**src/rtl/plot_arb_pkg.sv**
```systemverilog
// Shared types and constants for the framebuffer write-port arbiter.
package plot_arb_pkg;

    localparam int SCREEN_W = 160;
    localparam int SCREEN_H = 120;
    localparam int COORD_W  = 8;
    localparam int COLOR_W  = 12;

    typedef struct packed {
        logic [COORD_W-1:0] x;
        logic [COORD_W-1:0] y;
        logic [COLOR_W-1:0] color;
    } pixel_t;

    typedef enum logic {
        IDLE  = 1'b0,
        BURST = 1'b1
    } arb_state_t;

    function automatic logic [2:0] onehot_to_idx(input logic [7:0] oh);
        logic [2:0] idx;
        idx = '0;
        for (int i = 0; i < 8; i++) begin
            if (oh[i]) idx = 3'(i);
        end
        return idx;
    endfunction

endpackage

```
**src/rtl/plot_arbiter_rr_picker.sv**
```systemverilog
// Round-robin requester search: first asserted req at or after start, wrapping modulo NUM_REQ.
module rr_picker #(
    parameter int NUM_REQ = 4
) (
    input  logic [NUM_REQ-1:0] req,
    input  logic [2:0]         start,
    output logic [NUM_REQ-1:0] pick,
    output logic               found
);

    always_comb begin
        pick  = '0;
        found = 1'b0;
        // Outer loop sets search order; inner loop maps the rotated slot back to a requester.
        for (int k = 0; k < NUM_REQ; k++) begin
            for (int i = 0; i < NUM_REQ; i++) begin
                if (!found && (i == (int'(start) + k) % NUM_REQ) && req[i]) begin
                    pick[i] = 1'b1;
                    found   = 1'b1;
                end
            end
        end
    end

endmodule

```
**src/rtl/plot_arbiter.sv**
```systemverilog
// Round-robin, burst-bounded arbiter for the single framebuffer write port.
// PLOT_ARB_BOUNDS_CHECK_EN adds off-screen pixel dropping and the drop_cnt output.
module plot_arbiter
    import plot_arb_pkg::*;
#(
    parameter int NUM_REQ   = 4,
    parameter int MAX_BURST = 16
) (
    input  logic                       clk,
    input  logic                       resetn,
    input  logic [NUM_REQ-1:0]         req,
    input  logic [NUM_REQ*COORD_W-1:0] req_x,
    input  logic [NUM_REQ*COORD_W-1:0] req_y,
    input  logic [NUM_REQ*COLOR_W-1:0] req_color,
    output logic [NUM_REQ-1:0]         gnt,
    output logic                       plot,
    output logic [COORD_W-1:0]         x_out,
    output logic [COORD_W-1:0]         y_out,
    output logic [COLOR_W-1:0]         color_out,
    output logic [2:0]                 owner,
    output logic                       busy
`ifdef PLOT_ARB_BOUNDS_CHECK_EN
    ,
    output logic [15:0]                drop_cnt
`endif
);

    localparam int                BEAT_W    = (MAX_BURST > 1) ? $clog2(MAX_BURST) : 1;
    localparam logic [BEAT_W-1:0] LAST_BEAT = BEAT_W'(MAX_BURST - 1);
    localparam logic [2:0]        LAST_IDX  = 3'(NUM_REQ - 1);

    arb_state_t           state_q;
    logic [NUM_REQ-1:0]   gnt_q;
    logic [2:0]           owner_q;
    logic [2:0]           last_owner_q;
    logic [BEAT_W-1:0]    beat_q;
    logic                 plot_q;
    pixel_t               pix_q;

    logic [2:0]           pick_base;
    logic [2:0]           pick_start;
    logic [NUM_REQ-1:0]   pick;
    logic                 found;
    logic [2:0]           pick_idx;
    logic                 xfer;
    logic                 release_burst;
    pixel_t               cur_pix;

    // Idle searches past the previous owner; a releasing burst searches past the current one.
    assign pick_base  = (state_q == IDLE) ? last_owner_q : owner_q;
    assign pick_start = (pick_base >= LAST_IDX) ? 3'd0 : pick_base + 3'd1;

    rr_picker #(.NUM_REQ(NUM_REQ)) u_picker (
        .req   (req),
        .start (pick_start),
        .pick  (pick),
        .found (found)
    );

    assign pick_idx      = onehot_to_idx(8'(pick));
    assign xfer          = |(gnt_q & req);
    assign release_burst = (state_q == BURST) && (!xfer || (beat_q == LAST_BEAT));

    always_comb begin
        cur_pix = '0;
        for (int i = 0; i < NUM_REQ; i++) begin
            if (gnt_q[i]) begin
                cur_pix.x     = req_x[i*COORD_W +: COORD_W];
                cur_pix.y     = req_y[i*COORD_W +: COORD_W];
                cur_pix.color = req_color[i*COLOR_W +: COLOR_W];
            end
        end
    end

`ifdef PLOT_ARB_BOUNDS_CHECK_EN
    logic [15:0] drop_cnt_q;
    logic        in_range;

    assign in_range = (cur_pix.x < COORD_W'(SCREEN_W)) && (cur_pix.y < COORD_W'(SCREEN_H));
    assign drop_cnt = drop_cnt_q;
`endif

    always_ff @(posedge clk) begin
        if (!resetn) begin
            state_q      <= IDLE;
            gnt_q        <= '0;
            owner_q      <= '0;
            last_owner_q <= LAST_IDX;
            beat_q       <= '0;
            plot_q       <= 1'b0;
            pix_q        <= '0;
`ifdef PLOT_ARB_BOUNDS_CHECK_EN
            drop_cnt_q   <= '0;
`endif
        end else begin
            plot_q <= 1'b0;
            if (xfer) begin
`ifdef PLOT_ARB_BOUNDS_CHECK_EN
                // Off-screen pixels still consume their beat but never reach the adapter.
                if (in_range) begin
                    plot_q <= 1'b1;
                    pix_q  <= cur_pix;
                end else if (drop_cnt_q != 16'hFFFF) begin
                    drop_cnt_q <= drop_cnt_q + 16'd1;
                end
`else
                plot_q <= 1'b1;
                pix_q  <= cur_pix;
`endif
            end

            case (state_q)
                IDLE: begin
                    if (found) begin
                        state_q <= BURST;
                        gnt_q   <= pick;
                        owner_q <= pick_idx;
                        beat_q  <= '0;
                    end
                end
                BURST: begin
                    if (release_burst) begin
                        last_owner_q <= owner_q;
                        if (found) begin
                            gnt_q   <= pick;
                            owner_q <= pick_idx;
                            beat_q  <= '0;
                        end else begin
                            state_q <= IDLE;
                            gnt_q   <= '0;
                        end
                    end else if (xfer) begin
                        beat_q <= beat_q + 1'b1;
                    end
                end
                default: state_q <= IDLE;
            endcase
        end
    end

    assign gnt       = gnt_q;
    assign plot      = plot_q;
    assign x_out     = pix_q.x;
    assign y_out     = pix_q.y;
    assign color_out = pix_q.color;
    assign owner     = owner_q;
    assign busy      = (state_q == BURST);

endmodule

```
**config.mk**
```make
export PLATFORM = sky130hd
export DESIGN_NAME = plot_arbiter
export DESIGN_NICKNAME = d
export VERILOG_FILES = /design/src/rtl/plot_arb_pkg.sv /design/src/rtl/plot_arbiter_rr_picker.sv /design/src/rtl/plot_arbiter.sv
export SDC_FILE = /design/constraint.sdc
export NUM_CORES = 1
export LEC_CHECK = 0
export ABC_AREA = 1
export CAP_MARGIN = 20
export CORE_MARGIN = 4
export CORE_UTILIZATION = 39
export CTS_BUF_LIST = sky130_fd_sc_hd__clkbuf_16
export DETAILED_ROUTE_END_ITERATION = 6
export PLACE_DENSITY = 0.88
export SLEW_MARGIN = 20
export SYNTH_ARGS = -nofsm -noshare
export SYNTH_HDL_FRONTEND = slang
export SYNTH_HIERARCHICAL = 1
export SYNTH_SLANG_ARGS = --single-unit
```
**constraint.sdc**
```tcl
create_clock -name clk -period 3.5 [get_ports clk]
set_input_delay 0.35 -clock clk [delete_from_list [all_inputs] [get_ports clk]]
set_output_delay 0.35 -clock clk [all_outputs]
set_load 0.03 [all_outputs]
```
==> results.py, run 1 <==
metrics = {
    "placement": {
        "placed_cell_area_mm2": 0.00423,
        "hpwl_mm": 7.75,
        "dpl_worst_slack_ns": 0.338,
        "place.port_buffers": 153,
        "finalWeightedCongestion": 0.896,
    },
    "routing": {
        "viasPerCell": 5.54,
        "wl_mm": 10.5,
        "antenna_left": 0,
        "first_pass_iters": 4,
        "drc_errors": 0,
        "drt-initial-drc-count": 183,
        "vias": 3447,
        "wl_per_cell_um": 16.8,
    },
    "clock_network": {
        "clock_path_buffers": 2,
        "cts.sinks": 42,
        "clock_latency_ns": 0.28,
        "htreeDepth": 2,
        "cts_tree": "yes",
        "cts-root-buf": "clkbuf_16",
        "clk_pin_slew_worst_paths_ns": 0.06,
        "numCtsBuffers": 5,
        "post_cts_buffers": 0,
    },
    "sta": {
        "slew_headroom": 0.333,
        "setup_viol": 0,
        "fin_crit_ns": 3.05,
        "fin_ws_ns": 0.451,
        "drv_slew": 0,
        "worst_pin_slew_ns": 0.999,
        "rsz0062_at_grt": "false",
        "period_share": 0.871,
        "fin_tns_setup_ns": 0,
        "whs_ns": 0.474,
        "finalHoldViolCount": 0,
        "fmax_mhz": 328,
        "fin_skew_ns": 0.00324,
    },
    "layout": {
        "fillers": 538,
        "postLayoutCellArea_mm2": 0.00438,
        "area_growth_pct": 63.2,
        "fin_nets": 663,
        "drive_above_1_share": 0.0661,
        "diodes": 0,
    },
    "die": {
        "placementRows": 29,
        "coreArea_mm2": 0.00653,
        "die_h_um": 91.0,
        "io_pins": 155,
        "dieArea_mm2": 0.00828,
        "start_util": 0.411,
        "die_w_um": 91.0,
    },
    "power_and_ir_drop": {
        "power_uw": 3850,
        "powerDensity_mw_per_mm2": 879,
        "leakagePower_uw": 0.00174,
        "vdd_drop_max_v": 0.000434,
    },
    "logic_synthesis": {
        "ys_seq_elements": 42,
        "synth_edf_count": 0,
        "synth_nets": 525,
        "yosysUniqueCellTypes": 34,
        "async_flop_share": 0,
        "syn_area_mm2": 0.00269,
        "ys_seq_area_frac": 0.313,
        "yosys_warnings": 6,
        "syn_avg_cell_area_um2": 6.61,
        "syn_inst": 406,
        "synth_flop_cell": "dfxtp_1",
    },
    "critical_path": {
        "crit_path_end_kind": "register",
        "crit_required_ns": 3.71,
        "cp.arrival_ns": 3.26,
        "r2r_slack_ns": 0.45,
        "start_kind": "register",
        "crit_path_max_fanout": 11,
        "worstSetupPathType": "register to register",
    },
    "global_route": {
        "grt_pass1_vias": 3385,
        "grt_pass1_wl_mm": 16.9,
        "grt_usage": 0.246,
        "grt_max_degree": 33,
        "grt_overflow_total": 0,
        "antenna_found_initial": 0,
    },
    "hold_path": {
        "hp-class": "register to register",
    },
    "outcome": {
        "status": "finished, final reports clean",
    },
    "flow_run": {
        "maxCapViolations": 0,
    },
}
-- synthesized netlist by cell type, types with 3 or more instances --
| master | count | area (um2) |
|---|---|---|
| nand4_1 | 9 | 56.3 |
| nand2_2 | 6 | 37.5 |
| nand2_1 | 89 | 334 |
| o21ai_0 | 28 | 140 |
| nand3_1 | 25 | 125 |
| dfxtp_1 | 42 | 841 |
| o211ai_1 | 28 | 210 |
| clkbuf_1 | 14 | 52.6 |
| a21oi_1 | 92 | 460 |
| inv_1 | 21 | 78.8 |
| nor2_2 | 3 | 18.8 |
| buf_2 | 8 | 40.0 |
| buf_4 | 3 | 22.5 |
| nor2_1 | 15 | 56.3 |
-- what timing repair did --
item / in CTS / in global routing
endpoints found under the setup margin: 0 / 10
gates resized for setup: 0 / 2
hold buffers: 0 / 0
-- worst max-delay path, stage by stage (launching register included) --
cell	delay (ns)
dfxtp_1	0.36
buf_4	0.20
inv_1	0.08
nand2_1	0.07
nand2_1	0.09
xnor2_2	0.29
inv_1	0.12
nand3_1	0.13
nand2_2	0.10
nor2_4	0.12
nand4_4	0.11
nor3_4	0.20
nand4_2	0.15
nor2_4	0.15
nand4_1	0.31
nand2_1	0.26
nand3_1	0.10
a21oi_1	0.15
-- area by class of cell --
type                            count  area [um2]  share of cell area
Clock buffer                        5         125              0.0286
Clock inverter                      3        16.3             0.00371
Inverter                           23        86.3              0.0197
Multi-Input combinational cell    312        1630               0.373
Sequential cell                    42         841               0.192
Tap cell                           77        96.3              0.0220
Timing Repair Buffer              160        1580               0.362
-- registers in the layout, indices dropped and copies added (netlist names) --
| register | count |
|---|---|
| owner | 2 |
| last_owner_q | 2 |
| x_out | 8 |
| gnt | 4 |
| y_out | 8 |
| busy | 1 |
| color_out | 12 |
| plot | 1 |
| beat_q | 4 |
-- cell usage in the layout (no fill, tap or decap), drive strengths merged --
| cell type | n |
|---|---|
| clkbuf | 5 |
| mux2i | 1 |
| o21ai | 28 |
| clkdlybuf4s50 | 153 |
| nor3b | 1 |
| clkinv | 3 |
| o21bai | 2 |
| nand4 | 11 |
| a21oi | 92 |
| conb | 1 |
| xor2 | 1 |
| nor3 | 1 |
| nand3 | 26 |
| or2 | 2 |
| nand2 | 95 |
| o211ai | 28 |
| o31ai | 1 |
| dfxtp | 42 |
| ha | 1 |
| nor2 | 20 |
| xnor2 | 1 |
| buf | 7 |
| clkinvlp | 1 |
| inv | 22 |
-- cells by family after synthesis --
family	Yosys count	synth area share
AND/OR/NAND/NOR	156	0.275
AO/OA/AOI/OAI	151	0.312
buffers and inverters	52	0.0839
flip-flops	42	0.313
XOR/XNOR	2	0.00652
adder cells (fa/ha/maj)	1	0.00466
other	1	0.00140
multiplexers	1	0.00373
-- power by group --
group / leakage (uW) / internal (uW) / switching (uW) / total, uW
logic: 0.00133 / 989 / 1590 / 2580
clock network: 0.0000672 / 260 / 190 / 451
registers: 0.000345 / 680 / 142 / 822
total: 0.00174 / 1930 / 1920 / 3850
-- per-layer routing --
layer | wire [um] | GRT usage
met2 | 5190 | 0.437
met1 | 4340 | 0.297
met5 | 0 | 0
met4 | 210 | 0.0691
met3 | 717 | 0.0579
-- metrics by stage --
step,std cells,utilization
after floorplan,406,-
after global placement,614,0.648
after global routing,622,0.671
after detailed placement,614,0.648
final,622,0.671
after CTS,622,0.669
-- final timing paths --
check,startpoint,to,depth (start not counted)
min reg2reg,color_out[9],color_out[9],2
max,busy,gnt[1],17
min,color_out[9],color_out[9],2
max reg2reg,busy,gnt[1],17
No activity file was read; power rests on OpenSTA's default activity.
==> run 2: changes to the inputs <==
--- a/config.mk
+++ b/config.mk
@@ -12,6 +12,7 @@
 export CTS_BUF_LIST = sky130_fd_sc_hd__clkbuf_16
 export DETAILED_ROUTE_END_ITERATION = 6
 export PLACE_DENSITY = 0.88
+export SETUP_SLACK_MARGIN = 0.1
 export SLEW_MARGIN = 20
 export SYNTH_ARGS = -nofsm -noshare
 export SYNTH_HDL_FRONTEND = slang
==> run 2 against run 1 <==
Effect of this change:
- maximum frequency rose by 0.64%
- core utilization increased by 0.12 points
- sequential cell count stayed put
- critical path type unchanged
==> results.py, run 2 (synthesis results as in run 1) <==
metrics = {
    "outcome": {
        "status": "finished, final reports clean",
    },
    "routing": {
        "drt-initial-drc-count": 215,
        "viasPerCell": 5.57,
        "wl_per_cell_um": 16.8,
        "vias": 3472,
        "antenna_left": 0,
        "first_pass_iters": 4,
        "drc_errors": 0,
        "wl_mm": 10.5,
    },
    "critical_path": {
        "cp_slowest_stage_delay_ns": 0.36,
        "crit_path_end_kind": "register",
        "crit_path_top_delay_cell": "dfxtp_1",
        "reg2reg_depth": 18,
        "r2r-end": "beat_q[1]",
        "crit_required_ns": 3.71,
        "path_common_cell": "inv_1",
        "r2r-start": "busy",
        "critical_path_buf_inv_count": 5,
        "cpLargestDelayFamily": "simple AND/OR/NAND/NOR gates",
        "cp.arrival_ns": 3.24,
        "r2r_slack_ns": 0.47,
        "crit_path_max_fanout": 11,
        "worstSetupPathType": "register to register",
        "start_kind": "register",
        "path_cells": "buf_4, inv_1, nand2_1, nand2_1, xnor2_2, inv_1, nand3_1, nand2_2, nor2_4, nand4_4, nor3_4, nand4_2, nor2_4, nand4_1, buf_4, inv_1, nand3_1, a21oi_1",
    },
    "layout": {
        "fin_nets": 664,
        "drive_above_1_share": 0.0678,
        "diodes": 0,
        "post-route-util": 0.672,
        "area_growth_pct": 63.5,
        "largest_register_ffs": 12,
        "final_common_cell": "clkdlybuf4s50_1",
        "final_cell_mix": "clkdlybuf4s50_1 (153), a21oi_1 (92), nand2_1 (89), dfxtp_1 (42)",
    },
    "sta": {
        "slew_headroom": 0.330,
        "period_share": 0.866,
        "fin_skew_ns": 0.00282,
        "finalHoldViolCount": 0,
        "worst_pin_slew_ns": 1.00,
        "fin_crit_ns": 3.03,
        "fmax_mhz": 330,
        "setup_viol": 0,
        "rsz0062_at_grt": "false",
        "drv_slew": 0,
        "fin_tns_setup_ns": 0,
    },
    "die": {
        "coreArea_mm2": 0.00653,
        "start_util": 0.411,
        "dieArea_mm2": 0.00828,
        "io_pins": 155,
        "die_w_um": 91.0,
        "placementRows": 29,
        "die_h_um": 91.0,
    },
    "clock_network": {
        "htreeDepth": 2,
        "numCtsBuffers": 5,
        "cts_tree": "yes",
        "clock_path_buffers": 2,
        "clock_latency_ns": 0.28,
        "cts.sinks": 42,
        "cts-root-buf": "clkbuf_16",
        "clk_pin_slew_worst_paths_ns": 0.06,
    },
    "power_and_ir_drop": {
        "leakagePower_uw": 0.00175,
        "vdd_drop_max_v": 0.000433,
        "powerDensity_mw_per_mm2": 878,
    },
    "placement": {
        "place.port_buffers": 153,
        "hpwl_mm": 7.75,
        "finalWeightedCongestion": 0.896,
    },
    "global_route": {
        "grt_max_degree": 33,
        "grt_pass1_wl_mm": 16.9,
        "grt_overflow_total": 0,
        "antenna_found_initial": 0,
        "grt_usage": 0.246,
        "grt_pass1_vias": 3385,
    },
    "hold_path": {
        "min_to": "color_out[9]",
        "hp-start": "color_out[9]",
        "hp-class": "register to register",
        "worstHoldPathCells": 2,
    },
    "flow_run": {
        "maxCapViolations": 0,
    },
}
-- run 2: worst max path at each step --
stage          start   endpoint  slack (ns)  depth (start not counted)
4_1_cts         busy     gnt[1]        0.33                         14
3_3_place_gp    busy     gnt[2]        0.56                         14
3_5_place_dp    busy     gnt[1]        0.34                         14
6_report        busy  beat_q[1]        0.47                         18
5_1_grt         busy  beat_q[1]        0.09                         18
2_1_floorplan   busy     gnt[0]        0.31                         16
-- run 2: stage by stage --
step	instance area, um2	total power (uW)	worst slack, ns	hold slack (ns)	cells
after floorplan	2690	2540	0.315	0.428	406
after global placement	4230	3320	0.560	0.441	614
after detailed placement	4230	3380	0.338	0.444	614
after CTS	4370	3840	0.331	0.458	622
after global routing	4390	4150	0.0890	0.516	623
final	4390	3850	0.470	0.474	623
-- run 2: cell type report --
class / count / area [um2]
Clock buffer: 5 / 125
Inverter: 23 / 86.3
Sequential cell: 42 / 841
Clock inverter: 3 / 16.3
Fill cell: 536 / 2140
Timing Repair Buffer: 161 / 1590
Tap cell: 77 / 96.3
Multi-Input combinational cell: 312 / 1630
-- run 2: repair_timing --
action,CTS,global route
hold buffers,0,0
setup endpoints to repair,0,11
buffers inserted,0,1
hold endpoints to repair,0,0
resized for setup,0,2
-- run 2: tightest hold or removal path, cell delays in order (launching register included) --
cell and delay (ns):
dfxtp_1 0.31, nand3_1 0.07, nand2_1 0.05
-- run 2: per-layer routing --
metal	up-vias	GRT usage	wire, um
met5	-	0	0
met4	0	0.0691	227
met3	21	0.0579	858
met2	180	0.437	5170
met1	1578	0.297	4200
li1	1693	-	-
-- run 2: report_power, final --
group	internal [uW]	switching (uW)
logic	991	1590
registers	680	141
clock network	260	189
total	1930	1920
